==> src/rtl/trng_pkg.sv <==
// Shared types and parameter defaults for the TRNG word sampler and its entropy core.
package trng_pkg;

    typedef enum logic [2:0] {
        ST_IDLE    = 3'd0,
        ST_WARMUP  = 3'd1,
        ST_COLLECT = 3'd2,
        ST_HOLD    = 3'd3,
        ST_FAIL    = 3'd4
    } state_e;

    localparam int DEF_NUM_OSCILLATORS = 128;
    localparam int DEF_NUM_INVERTER    = 5;
    localparam int DEF_WORD_WIDTH      = 32;
    localparam int DEF_DEBIAS          = 1;
    localparam int DEF_WARMUP_CYCLES   = 256;
    localparam int DEF_REP_LIMIT       = 32;

    // Counter width for a range 0..value-1, never narrower than one bit.
    function automatic int clog2_min1(input int value);
        if (value <= 2) begin
            return 1;
        end else begin
            return $clog2(value);
        end
    endfunction

endpackage

==> src/rtl/trng_word_sampler_core.sv <==
// Synthesizable stand-in for the ring-oscillator entropy core: one phase bit per
// oscillator, advanced while enabled, with the last oscillator driving the output.
module trng_word_sampler_core
    import trng_pkg::*;
#(
    parameter int NUM_OSCILLATORS = DEF_NUM_OSCILLATORS,
    parameter int NUM_INVERTER    = DEF_NUM_INVERTER
) (
    input  logic clk,
    input  logic rst,
    input  logic en,
    output logic core_out
);

    localparam int TAP = NUM_INVERTER % (NUM_OSCILLATORS - 1);

    logic [NUM_OSCILLATORS-1:0] osc_q;
    logic [NUM_OSCILLATORS-1:0] osc_d;

    // Oscillator phases only advance while the sampler powers the core.
    always_comb begin
        if (en) begin
            osc_d = {osc_q[NUM_OSCILLATORS-2:0], osc_q[NUM_OSCILLATORS-1] ^ osc_q[TAP]};
        end else begin
            osc_d = osc_q;
        end
    end

    always_ff @(posedge clk or posedge rst) begin
        if (rst) begin
            osc_q <= {{(NUM_OSCILLATORS-1){1'b0}}, 1'b1};
        end else begin
            osc_q <= osc_d;
        end
    end

    assign core_out = osc_q[NUM_OSCILLATORS-1];

endmodule

==> src/rtl/trng_word_sampler.sv <==
// Samples raw entropy bits, optionally von Neumann debiases them, packs them into
// words with a valid/ready handshake, and runs a sticky repetition health test.
module trng_word_sampler
    import trng_pkg::*;
#(
    parameter int NUM_OSCILLATORS = DEF_NUM_OSCILLATORS,
    parameter int NUM_INVERTER    = DEF_NUM_INVERTER,
    parameter int WORD_WIDTH      = DEF_WORD_WIDTH,
    parameter int DEBIAS          = DEF_DEBIAS,
    parameter int WARMUP_CYCLES   = DEF_WARMUP_CYCLES,
    parameter int REP_LIMIT       = DEF_REP_LIMIT
) (
    input  logic                  clk,
    input  logic                  rst,
    input  logic                  enable,
    input  logic                  test_mode,
    input  logic                  test_bit,
    output logic [WORD_WIDTH-1:0] data_o,
    output logic                  valid_o,
    input  logic                  ready_i,
    output logic                  health_fail_o,
    output logic                  busy_o
);

    localparam int WARM_W = clog2_min1(WARMUP_CYCLES);
    localparam int BIT_W  = clog2_min1(WORD_WIDTH);
    localparam int RUN_W  = $clog2(REP_LIMIT + 1);
    localparam logic [WARM_W-1:0] WARM_LAST = WARM_W'(WARMUP_CYCLES - 1);
    localparam logic [BIT_W-1:0]  BIT_LAST  = BIT_W'(WORD_WIDTH - 1);
    localparam logic [RUN_W-1:0]  RUN_LIMIT = RUN_W'(REP_LIMIT);

    state_e                state_q, state_d;
    logic                  raw_q, raw_d, prev_q, prev_d;
    logic                  first_q, first_d, phase_q, phase_d;
    logic [WARM_W-1:0]     warm_cnt_q, warm_cnt_d;
    logic [BIT_W-1:0]      bit_cnt_q, bit_cnt_d;
    logic [RUN_W-1:0]      run_q, run_d, run_next;
    logic [WORD_WIDTH-1:0] data_q, data_d;
    logic                  valid_q, valid_d, fail_q, fail_d;
    logic                  accept, acc_bit, word_done, rep_fail, warm_last, drop;
    logic                  core_en, core_out;

    trng_word_sampler_core #(
        .NUM_OSCILLATORS (NUM_OSCILLATORS),
        .NUM_INVERTER    (NUM_INVERTER)
    ) u_core (
        .clk      (clk),
        .rst      (rst),
        .en       (core_en),
        .core_out (core_out)
    );

    // Per-cycle decisions on the registered raw bit; the first bit after a clear starts a run of one.
    always_comb begin
        if ((run_q != RUN_W'(0)) && (raw_q == prev_q)) begin
            run_next = run_q + RUN_W'(1);
        end else begin
            run_next = RUN_W'(1);
        end
        if (DEBIAS != 0) begin
            accept  = phase_q & (first_q ^ raw_q);
            acc_bit = first_q;
        end else begin
            accept  = 1'b1;
            acc_bit = raw_q;
        end
        word_done = accept && (bit_cnt_q == BIT_LAST);
        rep_fail  = (run_next == RUN_LIMIT);
        warm_last = (warm_cnt_q == WARM_LAST);
        drop      = !enable && ((state_q == ST_WARMUP) || (state_q == ST_COLLECT) || (state_q == ST_HOLD));
    end

    always_comb begin
        state_d = state_q;
        case (state_q)
            ST_IDLE: begin
                if (enable && !fail_q) state_d = ST_WARMUP;
                else                   state_d = ST_IDLE;
            end
            ST_WARMUP: begin
                if (!enable)        state_d = ST_IDLE;
                else if (warm_last) state_d = ST_COLLECT;
                else                state_d = ST_WARMUP;
            end
            ST_COLLECT: begin
                if (!enable)        state_d = ST_IDLE;
                else if (rep_fail)  state_d = ST_FAIL;
                else if (word_done) state_d = ST_HOLD;
                else                state_d = ST_COLLECT;
            end
            ST_HOLD: begin
                if (!enable)      state_d = ST_IDLE;
                else if (ready_i) state_d = ST_COLLECT;
                else              state_d = ST_HOLD;
            end
            ST_FAIL: state_d = ST_FAIL;
            default: state_d = ST_IDLE;
        endcase
    end

    always_comb begin
        core_en = (state_q == ST_WARMUP) || (state_q == ST_COLLECT) || (state_q == ST_HOLD);
        busy_o  = (state_q == ST_WARMUP) || (state_q == ST_COLLECT);
    end

    // Datapath: dropping enable discards everything; failure wins over word completion.
    always_comb begin
        raw_d      = test_mode ? test_bit : core_out;
        prev_d     = prev_q;
        first_d    = first_q;
        phase_d    = phase_q;
        warm_cnt_d = warm_cnt_q;
        bit_cnt_d  = bit_cnt_q;
        run_d      = run_q;
        data_d     = data_q;
        valid_d    = valid_q;
        fail_d     = fail_q;
        if (drop) begin
            prev_d     = 1'b0;
            first_d    = 1'b0;
            phase_d    = 1'b0;
            warm_cnt_d = WARM_W'(0);
            bit_cnt_d  = BIT_W'(0);
            run_d      = RUN_W'(0);
            data_d     = {WORD_WIDTH{1'b0}};
            valid_d    = 1'b0;
        end else begin
            case (state_q)
                ST_WARMUP: warm_cnt_d = warm_last ? WARM_W'(0) : warm_cnt_q + WARM_W'(1);
                ST_COLLECT: begin
                    prev_d = raw_q;
                    run_d  = run_next;
                    if (rep_fail) begin
                        fail_d  = 1'b1;
                        data_d  = {WORD_WIDTH{1'b0}};
                        valid_d = 1'b0;
                    end else begin
                        phase_d = (DEBIAS != 0) ? ~phase_q : 1'b0;
                        first_d = raw_q;
                        if (accept) begin
                            data_d    = {data_q[WORD_WIDTH-2:0], acc_bit};
                            valid_d   = word_done;
                            bit_cnt_d = word_done ? bit_cnt_q : bit_cnt_q + BIT_W'(1);
                        end else begin
                            data_d = data_q;
                        end
                    end
                end
                ST_HOLD: begin
                    if (ready_i) begin
                        valid_d   = 1'b0;
                        bit_cnt_d = BIT_W'(0);
                        phase_d   = 1'b0;
                    end else begin
                        valid_d = valid_q;
                    end
                end
                ST_FAIL: begin
                    data_d  = {WORD_WIDTH{1'b0}};
                    valid_d = 1'b0;
                end
                default: valid_d = valid_q;
            endcase
        end
    end

    always_ff @(posedge clk or posedge rst) begin
        if (rst) begin
            state_q <= ST_IDLE;
        end else begin
            state_q <= state_d;
        end
    end

    always_ff @(posedge clk or posedge rst) begin
        if (rst) begin
            raw_q      <= 1'b0;
            prev_q     <= 1'b0;
            first_q    <= 1'b0;
            phase_q    <= 1'b0;
            warm_cnt_q <= WARM_W'(0);
            bit_cnt_q  <= BIT_W'(0);
            run_q      <= RUN_W'(0);
            data_q     <= {WORD_WIDTH{1'b0}};
            valid_q    <= 1'b0;
            fail_q     <= 1'b0;
        end else begin
            raw_q      <= raw_d;
            prev_q     <= prev_d;
            first_q    <= first_d;
            phase_q    <= phase_d;
            warm_cnt_q <= warm_cnt_d;
            bit_cnt_q  <= bit_cnt_d;
            run_q      <= run_d;
            data_q     <= data_d;
            valid_q    <= valid_d;
            fail_q     <= fail_d;
        end
    end

    assign data_o        = data_q;
    assign valid_o       = valid_q;
    assign health_fail_o = fail_q;

endmodule

==> config.mk <==
export PLATFORM = sky130hd
export DESIGN_NAME = trng_word_sampler
export DESIGN_NICKNAME = d
export VERILOG_FILES = /design/src/rtl/trng_pkg.sv /design/src/rtl/trng_word_sampler_core.sv /design/src/rtl/trng_word_sampler.sv
export SDC_FILE = /design/constraint.sdc
export NUM_CORES = 1
export LEC_CHECK = 0
export ABC_AREA = 1
export CAP_MARGIN = 30
export CORE_MARGIN = 2
export CORE_UTILIZATION = 35
export CTS_CLUSTER_DIAMETER = 30
export DETAILED_ROUTE_END_ITERATION = 7
export PLACE_DENSITY = 0.55
export SLEW_MARGIN = 20
export SYNTH_ARGS = -nofsm -noshare
export SYNTH_HDL_FRONTEND = slang
export SYNTH_SLANG_ARGS = --single-unit
export TNS_END_PERCENT = 5
==> constraint.sdc <==
create_clock -name clk -period 9.3 [get_ports clk]
set_clock_uncertainty 0.15 [all_clocks]
set_input_delay 2.79 -clock clk [delete_from_list [all_inputs] [get_ports clk]]
set_output_delay 2.79 -clock clk [all_outputs]
set_load 0.05 [all_outputs]
Word-level counts from Yosys, hierarchy flattened
Cells that the tools add are included.
- bitwise logic cells: 5
- add/subtract/negate cells: 3
- reductions and logical operators: 21
- equality and inequality tests: 14
- muxes and demuxes: 39
- operators by type and width (cell ; count):
    $mux W32 ; 3
    $pmux W32 S2 ; 1
    $mux W5 ; 5
    $mux W8 ; 3
    $mux W6 ; 3
    $mux W1 ; 15
    $pmux W3 S5 ; 1
    $ne A3 B3 Y1 const B ; 4
    $pmux W5 S2 ; 1
    $reduce_and A3 Y1 ; 3
    $add A8 B1 Y8 const B ; 1
    $eq A8 B8 Y1 const B ; 1
    $add A6 B1 Y6 const B ; 1
    $eq A3 B2 Y1 const B ; 2
    $eq A6 B6 Y1 const B ; 1
    $mux W2 ; 3
    $mux W3 ; 2
    $reduce_bool A3 Y1 ; 2
    $reduce_bool A6 Y1 ; 1
    $add A5 B1 Y5 const B ; 1
    $eq A5 B5 Y1 const B ; 1
    $reduce_and A5 Y1 ; 1
    $logic_and A1 B1 Y1 ; 4
    $ne A4 B4 Y1 const B ; 1
    other kinds (15) ; 21
- input port bits: 6
- output and inout port bits: 35
- bits in registers: 188

Logic depth before layout (Yosys ltp)
Gate-level depths: netlist of run 1.
- depth in word-level cells: 8
- gate-level depth with buffers: 12
- depth with buffers taken out: 11

Hierarchy
A second synthesis of run 1 with hierarchy kept.
- cells, all modules: 961
- area, all modules: 7971.4 sq um
- modules (own cells, without submodules) (module ; cells an instance ; area an instance (sq um) ; instances):
    trng_word_sampler_core ; 541 ; 4790.8 ; 1
    trng_word_sampler ; 420 ; 3180.6 ; 1

Least setup slack after synthesis of run 1
No wires, ideal clock.
- path type: register to output
- start: reg state_q[2]
- end: out busy_o
- path slack: 5380 ps
- arrival time: 980 ps
- stages on the path, launching flop included: 4
- cells stage by stage: dfrtp_1 > inv_1 > nand3_1 > nand2_1
- cells in the longest elaborated chain, start to end: 2
- elaborated cells on any way between the ends: 3
- ends and longest elaborated chain (item ; line ; text):
    from (decl) ; trng_word_sampler.sv:32 ; state_e state_q, state_d;
    from (signal assigned) ; trng_word_sampler.sv:171 ; state_q <= state_d;
    $eq A3 B1 Y1 or $eq A3 B2 Y1 (tied branches) ; trng_word_sampler.sv:103 ; busy_o = (state_q == ST_WARMUP) || (state_q == ST_COLLECT);
    $logic_or A1 B1 Y1 (*) ; trng_word_sampler.sv:103 ;
    to (decl) ; trng_word_sampler.sv:22 ; output logic busy_o
Mark *: on every way between the ends. The rest lies on a longest branch, timed or not.

Worst setup path after layout of run 1
Ends and elaborated chain as after synthesis.

==> results of run 1 <==
## critical path, stage by stage, from the launching register on
cell and delay, ps:
dfrtp_4 740, inv_1 220, nand3_1 210, nand2_1 150
clkdlybuf4s50_1 810
## per-layer routing
| metal | part of all wire | vias to the layer above | track usage | wire length, µm |
|---|---|---|---|---|
| met5 | 0 | - | 0 | 0 |
| met4 | 0.012 | 0 | 0.0433 | 184 |
| met2 | 0.44 | 74 | 0.213 | 6960 |
| met3 | 0.028 | 16 | 0.0349 | 445 |
| met1 | 0.52 | 2937 | 0.187 | 8350 |
| li1 | - | 3098 | - | - |
## cells in the mapped netlist (3+ instances only)
master and count:
a21oi_1 8, buf_2 9, buf_6 4, clkbuf_1 40, dfrtp_1 187, ha_1 5
inv_1 65, nand2_1 370, nand3_1 44, nand3_2 3, nand4_1 12, nor2_1 51
nor2_2 3, o21ai_0 143
## cell usage in the layout (no fill, tap or decap), types with 2 or more instances in the layout
master and instances:
nand4_1 12, ha_1 5, nor2_1 51, o32ai_1 2
nand2_2 2, inv_1 64, dfrtp_1 186, inv_8 3
nand2_1 370, nor3_1 2, clkinvlp_4 2, nand3_2 3
xnor2_1 2, clkdlybuf4s50_1 40, clkbuf_8 3, and3_1 2
clkinv_4 3, buf_4 3, clkbuf_16 17, nor2_4 3
inv_6 4, nand3_1 44, buf_16 3, a21oi_1 8
nor2_2 2, o21ai_0 143
## state kept, by name, summed over array words and instances (netlist names)
name           cells
u_core.osc_q     128
state_q            3
prev_q             1
phase_q            1
valid_o            1
data_o            32
acc_bit            1
bit_cnt_q          5
health_fail_o      1
run_q              6
raw_q              1
warm_cnt_q         8
## metrics by stage
stage,hold WS (ps),setup slack (ps),area (µm²),std cells
3_3_place_gp,300,3750,8680,1243
6_report,307,3800,9360,1279
5_1_grt,340,3600,9360,1279
4_1_cts,309,3740,9360,1279
3_5_place_dp,303,3690,8790,1247
2_1_floorplan,293,1250,8140,970
## kinds of logic (layout without fill, tap and decap cells)
kind of cell    count (synthesis)  after routing  synth area share
fa+ha+maj                       5              5           0.00769
flops                         188            188             0.578
compound gates                158            158            0.0998
buf+inv                       120            144            0.0604
simple gates                  495            495             0.249
mux                             1              1           0.00138
xor+xnor                        3              3           0.00323
## power groups by stage
stage	sequential (W)	clock [W]	combinational [W]
4_1_cts	0.000824	0.000728	0.0000388
2_1_floorplan	0.000835	0	0.0000300
3_5_place_dp	0.000840	0	0.0000388
3_3_place_gp	0.000843	0	0.0000335
6_report	0.000824	0.000705	0.0000365
5_1_grt	0.000824	0.000762	0.0000430
## worst min-delay path by stage
stage / from / endpoint / slack, ps / cells after the start
floorplan: u_core.osc_q[99]$_DFFE_PP0N_ / u_core.osc_q[100]$_DFFE_PP0N_ / 290 / 2
global placement: u_core.osc_q[69]$_DFFE_PP0N_ / u_core.osc_q[70]$_DFFE_PP0N_ / 300 / 2
detailed placement: u_core.osc_q[22]$_DFFE_PP0N_ / u_core.osc_q[23]$_DFFE_PP0N_ / 300 / 2
CTS: u_core.osc_q[69]$_DFFE_PP0N_ / u_core.osc_q[70]$_DFFE_PP0N_ / 310 / 2
global route: u_core.osc_q[121]$_DFFE_PP0N_ / u_core.osc_q[122]$_DFFE_PP0N_ / 340 / 2
finish: u_core.osc_q[69]$_DFFE_PP0N_ / u_core.osc_q[70]$_DFFE_PP0N_ / 310 / 2
## final cells by class
cell class / count / area, µm² / area share
Clock buffer: 20 / 467 / 0.0499
Clock inverter: 12 / 104 / 0.0111
Inverter: 65 / 251 / 0.0269
Multi-Input combinational cell: 662 / 2940 / 0.315
Sequential cell: 188 / 4710 / 0.503
Tap cell: 285 / 357 / 0.0381
Timing Repair Buffer: 47 / 526 / 0.0562
==> summary.md, run 1 <==
| Metric | Value |
|---|---|
| Fin crit period | 5500 ps |
| Clock latency on the worst-skew pair | 440 ps |
| Global Route Usage Sum | 0.137 |
| Final #Nets | 992 |
| Comb power frac | 0.023 |
| Area growth from synthesis to final layout | 15.0% |
| Placeable Area | 0.0227 mm² |
| Layout cell share with drive strength beyond 1 | 0.0573 |
| YS warnings | 0 |
| Fin. Hold Viols | 0 |
| Syn Nets | 981 |
| DP HPWL | 8.92 mm |
| Final period util | 0.592 |
| Ys async rst share | 1.00 |
| Crit path launch | state_q[2]$_DFF_PP0_ |
| Worst-path fanout max | 73 |
| Power, Total | 0.00157 W |
| WL/cell | 12.5 µm |
| IO buf count | 40 |
| Worst r2r src | state_q[2]$_DFF_PP0_ |
| Largest net degree at the start of global routing | 110 |
| Worst reg-to-reg path cell count | 6 |
| Initial Utilization | 0.358 |
| Clock power share | 0.450 |
| R2r endpoint | data_o[13]$_DFFE_PP0P_ |
| Psw | 0.000369 W |
| Row count | 55 |
| Actual slew at the worst max-slew pin | 779 ps |
| Post-layout util | 0.412 |
| Top post-synthesis cells by area | dfrtp_1 58%, nand2_1 17%, o21ai_0 8.8% |
| Die Y | 156 µm |
| Status | finished clean |
| Int Pwr | 0.00120 W |
| DRC Markers | 0 |
| Leakage | 5.00 nW |
| Resized Gates After CTS | 0 |
| Power per cell area | 167 mW/mm² |
| Setup crit end | busy_o |
| Setup TNS | 0 ps |
| CTS tree | yes |
| VDD IR max | 0.101 mV |
| Fillers | 2,228 |
| Reg power frac | 0.526 |
| Chip width | 156 µm |
| Post-Syn Instances | 970 |
| Mapped Area | 0.00814 mm² |
| Setup CP Type | reg2out |
| Synth cell types | 33 |
| Worst Path Required | 6360 ps |
| EDFF count, synth | 0 |
| Global route overflow | 0 |
| Clk slew on worst S/H paths | 80 ps |
| Antenna violations before repair | 0 |
| Clock sink count | 188 |
| Relative slew slack | 0.476 |
| HP Class | reg2reg |
| Fmax | 182 MHz |
| IO Pins | 41 |
| Register area share after synthesis | 0.578 |
| Seq cells post-synth | 188 |
| Arr. time, crit path | 2560 ps |
| Drt pass-1 iters | 4 |
| Worst Setup End Kind | primary output |
| Post-synth top area share | 0.575 |
| Vias in the first global route | 5,868 |
| Leading area contributor after synthesis | dfrtp_1 |
| Root Buffer | clkbuf_16 |
| Clock tree buffer depth | 2 |
| Vias | 6,125 |
| Syn avg cell area | 8.39 µm² |
| Vias per inst | 4.79 |
| Num CTS Buffers | 17 |
| Post CTS Setup Buffer Count | 0 |
| ANT cells | 0 |
| H-tree levels | 4 |
| Unrepaired setup endpoints after global routing | false |
| Max-slew violations | 0 |
| First-pass GRT wire length | 27.5 mm |
| Switching Share | 0.236 |
| Routed WL | 15.9 mm |
| Post-DRT Antenna Nets | 0 |
| DRT iter0 DRCs | 454 |
| R2R Setup Slk | 5970 ps |
| Top FF cell, synth | dfrtp_1 |
| Routability Congestion | 0.771 |
| Hold_buf cts | 0 |
| CP startpoint kind | register |
| Die area | 0.0245 mm² |
| Setup Viol. Count Final | 0 |
| Maxcap violations | 0 |
Note: power is estimated with default switching activity, not from simulation.
==> run 2: changes to the inputs <==
clock period = 5.1 ns   (was 9.3 ns; I/O delays follow)
==> summary.md, run 2 (same netlist as run 1, synthesis figures left out) <==
| Metric | Value |
|---|---|
| Area growth from synthesis to final layout | 16.3% |
| Num CTS Buffers | 17 (unchanged) |
| Commonest non-fill, non-tap cells in the layout | 370 x nand2_1, 186 x dfrtp_1, 143 x o21ai_0 |
| DP Area | 0.00879 mm² (about the same) |
| Die Y | 156 µm (unchanged) |
| Layout cell share with drive strength beyond 1 | 0.0601 (+0.00278) |
| Max-slew violations | 0 (unchanged) |
| Hold_buf cts | 0 (unchanged) |
| Drt pass-1 iters | 4 (unchanged) |
| Max reg flops | 128 (unchanged) |
| H-tree levels | 4 (unchanged) |
| Post CTS Setup Buffer Count | 0 (unchanged) |
| Fin crit period | 3870 ps |
| Worst r2r src | run_q[0]$_DFFE_PP0P_ |
| Hold Crit Depth | 2 (unchanged) |
| First-pass GRT wire length | 28.4 mm (+3.4%) |
| Initial Utilization | 0.358 (unchanged) |
| Resized Gates After CTS | 0 (unchanged) |
| Crit. path cell count | 4 (unchanged) |
| Reg power frac | 0.485 (-0.041) |
| Final hold slack | 315 ps (+7.35 ps) |
| DRC Markers | 0 (unchanged) |
| Commonest non-fill, non-tap cell in the layout | nand2_1 |
| Int Pwr | 0.00243 W (+100%) |
| Setup Viol. Count Final | 0 (unchanged) |
| WL/cell | 12.5 µm (+0.65%) |
| Clock tree buffer depth | 2 (unchanged) |
| Row count | 55 (unchanged) |
| Vias in the first global route | 5,824 (-0.75%) |
| Chip width | 156 µm (unchanged) |
| Routability Congestion | 0.790 (+2.4%) |
| Maxcap violations | 0 (unchanged) |
| VDD IR max | 0.146 mV (+45%) |
| Power, Total | 0.00309 W (+97%) |
| Global Route Usage Sum | 0.140 (+0.00342) |
| HP Class | reg2reg |
| Fillers | 2,259 (+1.4%) |
| IO Pins | 41 (unchanged) |
| Routed WL | 16.1 mm (+0.97%) |
| Largest net degree at the start of global routing | 104 (-5.5%) |
| Placeable Area | 0.0227 mm² (unchanged) |
| Actual slew at the worst max-slew pin | 788 ps (+9.49 ps) |
| Power per cell area | 326 mW/mm² (+95%) |
| Top cell family by delay on the critical path | buffers and inverters |
| Post-layout util | 0.417 (+0.00463) |
| Vias | 6,116 (-0.15%) |
| Die area | 0.0245 mm² (unchanged) |
| DRT iter0 DRCs | 431 (-5.1%) |
| Global route overflow | 0 (unchanged) |
| CP startpoint kind | register |
| Crit path launch | state_q[2]$_DFF_PP0_ |
| Arr. time, crit path | 2190 ps (-370 ps) |
| Post-DRT Antenna Nets | 0 (unchanged) |
| Fmax | 259 MHz |
| Root Buffer | clkbuf_16 |
| Worst-path fanout max | 6 (-92%) |
| DP HPWL | 9.11 mm (+2.2%) |
| Setup crit end | busy_o |
| Leakage | 5.05 nW (+1.0%) |
| Top reg by flops | u_core.osc_q |
| ANT cells | 0 (unchanged) |
| Worst Path Required | 3420 ps (-2940 ps) |
| Clock sink count | 188 (unchanged) |
| Psw | 0.000654 W (+77%) |
| Clock latency on the worst-skew pair | 430 ps (about the same) |
| Critical path buffers and inverters | 2 (unchanged) |
| Final period util | 0.758 |
| R2R Setup Slk | 2380 ps (-3590 ps) |
| CP max stage cell | clkdlybuf4s50_1 |
| R2r endpoint | data_o[10]$_DFFE_PP0P_ |
| CTS tree | yes |
| Clk slew on worst S/H paths | 70 ps (about the same) |
| Switching Share | 0.212 (-0.0235) |
| Setup CP Type | reg2out |
| Slowest stage delay, CP | 810 ps (about the same) |
| Vias per inst | 4.77 (-0.46%) |
| Antenna violations before repair | 0 (unchanged) |
| Final #Nets | 996 (+0.40%) |
| Post-route cell area | 0.00946 mm² (+1.1%) |
| Comb power frac | 0.025 (+0.002) |
| Worst Setup End Kind | primary output |
| Relative slew slack | 0.474 (-0.00189) |
| Setup TNS | 0 ps (unchanged) |
| Status | finished clean |
| IO buf count | 40 (unchanged) |
| Worst reg-to-reg path cell count | 11 (+5) |
| Unrepaired setup endpoints after global routing | false |
| Fin. Hold Viols | 0 (unchanged) |
| Crit-path cells | inv_1, nand3_1, nand2_1, clkdlybuf4s50_1 |
| Clock power share | 0.490 (+0.040) |
-- run 2: cell count changes in the layout (fill, tap and decap cells not counted) --
| cell | change |
|---|---|
| buf_16 | -1 |
| clkbuf_1 | +1 |
| clkinv_2 | +1 |
| bufinv_16 | +6 |
| inv_6 | -2 |
| clkbuf_8 | -3 |
| inv_8 | -3 |
| buf_4 | +5 |
| clkinv_4 | -1 |
| clkinvlp_4 | +1 |
-- run 2: routing by layer --
metal	part of all wire	GRT usage	wire length, µm	vias to the layer above
met1	0.52	0.203	8360	2895
met2	0.44	0.214	7030	93
met4	0.0083	0.0336	133	0
met3	0.036	0.0305	578	10
met5	0	0	0	-
li1	-	-	-	3118
-- run 2: worst min path at each step --
stage | start | end | slack, ps
global route | u_core.osc_q[67]$_DFFE_PP0N_ | u_core.osc_q[68]$_DFFE_PP0N_ | 330
global placement | u_core.osc_q[73]$_DFFE_PP0N_ | u_core.osc_q[74]$_DFFE_PP0N_ | 300
detailed placement | u_core.osc_q[3]$_DFFE_PP0N_ | u_core.osc_q[4]$_DFFE_PP0N_ | 300
CTS | u_core.osc_q[40]$_DFFE_PP0N_ | u_core.osc_q[41]$_DFFE_PP0N_ | 320
finish | u_core.osc_q[40]$_DFFE_PP0N_ | u_core.osc_q[41]$_DFFE_PP0N_ | 310
floorplan | u_core.osc_q[99]$_DFFE_PP0N_ | u_core.osc_q[100]$_DFFE_PP0N_ | 290
-- run 2: per-stage QoR --
stage          instances  setup WS, ps
6_report            1283          1230
5_1_grt             1283          1160
2_1_floorplan        970          1000
4_1_cts             1283          1220
3_5_place_dp        1251          1040
3_3_place_gp        1249          1120
-- run 2: worst reg2reg max path: stages, from the launching register on --
cell	delay, ps
dfrtp_1	430
ha_1	270
inv_1	60
nand2_1	60
a21oi_1	140
nand3_1	110
nor2_2	170
nand2_4	110
nand3b_4	360
nand2_2	490
nand2_1	210
nand2_1	70
-- run 2: layout make-up --
class	count	area [µm²]	share of cell area
repair buffers	51	536	0.0566
multi-input cells	662	2940	0.311
clock buffers	18	429	0.0454
clock inverters	14	240	0.0254
flip-flops and latches	188	4710	0.498
inverters	65	248	0.0262
well taps	285	357	0.0377
-- run 2: power groups by stage --
stage,sequential (W),clock (W),combinational [W]
2_1_floorplan,0.00152,0,0.0000550
3_3_place_gp,0.00152,0,0.0000789
3_5_place_dp,0.00152,0,0.0000809
4_1_cts,0.00150,0.00155,0.0000816
5_1_grt,0.00150,0.00161,0.0000901
6_report,0.00150,0.00151,0.0000776
==> run 3: changes to the inputs <==
clock period = 3.8 ns   (was 5.1 ns; I/O delays follow)
==> summary.md, run 3 (same netlist as run 1, synthesis figures left out) <==
| Metric | Value |
|---|---|
| Actual slew at the worst max-slew pin | 712 ps (-76.0 ps) |
| IO Pins | 41 (unchanged) |
| Slowest stage delay, CP | 800 ps (about the same) |
| Hold Crit Depth | 2 (unchanged) |
| ANT cells | 0 (unchanged) |
| Crit-path cells | inv_1, nand3_1, nand2_1, clkdlybuf4s50_1 |
| Commonest non-fill, non-tap cell in the layout | nand2_1 |
| Finished Layout Cells | 1,288 (+0.39%) |
| IO buf count | 40 (unchanged) |
| Vias in the first global route | 5,848 (+0.41%) |
| Row count | 55 (unchanged) |
| CP startpoint kind | register |
| Initial Utilization | 0.358 (unchanged) |
| Final period util | 0.917 |
| Placed Cells | 1,256 (+0.40%) |
| H-tree levels | 4 (unchanged) |
| Drt pass-1 iters | 4 (unchanged) |
| Clock latency on the worst-skew pair | 430 ps (about the same) |
| Vias | 6,156 (+0.65%) |
| Max-slew violations | 0 (unchanged) |
| Clock tree buffer depth | 2 (unchanged) |
| Routed WL | 16.2 mm (+0.40%) |
| Final #Nets | 1,001 (+0.50%) |
| Hold_buf cts | 0 (unchanged) |
| Final hold slack | 312 ps (-3.10 ps) |
| Arr. time, crit path | 2200 ps (about the same) |
| Post-DRT Antenna Nets | 0 (unchanged) |
| Max reg flops | 128 (unchanged) |
| DP HPWL | 9.23 mm (+1.3%) |
| Antenna violations before repair | 0 (unchanged) |
| Placeable Area | 0.0227 mm² (unchanged) |
| Fin crit period | 3490 ps |
| Fmax | 287 MHz |
| Area growth from synthesis to final layout | 16.0% |
| Status | finished clean |
| Setup WS pre-CTS | 619 ps (-425 ps) |
| Post CTS Setup Buffer Count | 0 (unchanged) |
| Power per cell area | 414 mW/mm² (+27%) |
| Layout cell share with drive strength beyond 1 | 0.0658 (+0.00568) |
| Root Buffer | clkbuf_16 |
| Commonest non-fill, non-tap cells in the layout | 370 x nand2_1, 186 x dfrtp_1, 143 x o21ai_0 |
| Maxcap violations | 0 (unchanged) |
| Global Route Usage Sum | 0.139 (-0.000677) |
| Top reg by flops | u_core.osc_q |
| Worst-path fanout max | 6 (unchanged) |
| DRC Markers | 0 (unchanged) |
| Crit. path cell count | 4 (unchanged) |
| Final setup margin | 314 ps (-920 ps) |
| Die Y | 156 µm (unchanged) |
| HP Class | reg2reg |
| Die area | 0.0245 mm² (unchanged) |
| Worst reg-to-reg path cell count | 11 (unchanged) |
| Largest net degree at the start of global routing | 72 (-31%) |
| Critical path buffers and inverters | 2 (unchanged) |
| Resized Gates After CTS | 0 (unchanged) |
| Setup CP Type | reg2out |
| CTS tree | yes |
| Setup Viol. Count Final | 0 (unchanged) |
| DRT iter0 DRCs | 402 (-6.7%) |
| First-pass GRT wire length | 28.2 mm (-0.68%) |
| Relative slew slack | 0.521 (+0.0466) |
| WL/cell | 12.5 µm (about the same) |
| Fin. Hold Viols | 0 (unchanged) |
| VDD IR max | 0.294 mV (+100%) |
| CP max stage cell | clkdlybuf4s50_1 |
| Global route overflow | 0 (unchanged) |
| Worst Path Required | 2510 ps (-910 ps) |
| Vias per inst | 4.78 (+0.26%) |
| Post-layout util | 0.416 (-0.000936) |
| Routability Congestion | 0.802 (+1.5%) |
| Unrepaired setup endpoints after global routing | false |
| Setup TNS | 0 ps (unchanged) |
| Worst Setup End Kind | primary output |
| Clock sink count | 188 (unchanged) |
| Num CTS Buffers | 17 (unchanged) |
| Chip width | 156 µm (unchanged) |
| Top cell family by delay on the critical path | buffers and inverters |
| Leakage | 5.05 nW (about the same) |
| Clk slew on worst S/H paths | 80 ps (about the same) |
-- run 3: cell types whose count changed in the layout (fill, tap and decap cells not counted), moves of 2 or more --
| cell | change |
|---|---|
| clkinv_2 | -2 |
| inv_8 | +2 |
| inv_6 | +3 |
| bufinv_16 | -5 |
| buf_4 | +4 |
| clkbuf_8 | +2 |
-- run 3: per-stage QoR --
stage	area [µm²]	total power (W)
after floorplan	8140	0.00212
after global placement	8790	0.00216
after detailed placement	8840	0.00216
after CTS	9440	0.00397
after global routing	9440	0.00407
final	9440	0.00391
-- run 3: cell type report --
cell class | instances | area [µm²]
Clock inverter | 13 | 145
Timing Repair Buffer | 56 | 586
Sequential cell | 188 | 4710
Clock buffer | 19 | 453
Fill cell | 2244 | 13300
Tap cell | 285 | 357
Multi-Input combinational cell | 662 | 2940
Inverter | 65 | 248
-- run 3: worst paths after layout --
kind | from | to | slack [ps]
max | state_q[2]$_DFF_PP0_ | busy_o | 310
min | u_core.osc_q[95]$_DFFE_PP0N_ | u_core.osc_q[96]$_DFFE_PP0N_ | 310
max reg2reg | run_q[0]$_DFFE_PP0P_ | data_o[9]$_DFFE_PP0P_ | 1470
min reg2reg | u_core.osc_q[95]$_DFFE_PP0N_ | u_core.osc_q[96]$_DFFE_PP0N_ | 310
max in group asynchronous | rst | state_q[2]$_DFF_PP0_ | 1770
min in group asynchronous | rst | data_o[23]$_DFFE_PP0P_ | 980
-- run 3: report_power, final --
group	internal, W	switching [W]	leakage, nW
registers	0.00200	0.00000410	2.59
logic	0.0000231	0.0000855	2.16
clock network	0.000967	0.000826	0.288
total	0.00299	0.000915	5.05
-- run 3: worst register-to-register path, delay by kind of cell, from the launching register on --
kind	cells	cell delay, ps
buf+inv	1	60
fa+ha+maj	1	250
flops	1	430
simple gates	8	1180
compound gates	1	140
-- run 3: per-layer routing --
layer / GRT usage / vias up / part of all wire
li1: - / 3128 / -
met1: 0.196 / 2958 / 0.52
met2: 0.219 / 66 / 0.44
met3: 0.0343 / 4 / 0.027
met4: 0.0288 / 0 / 0.0030
met5: 0 / - / 0
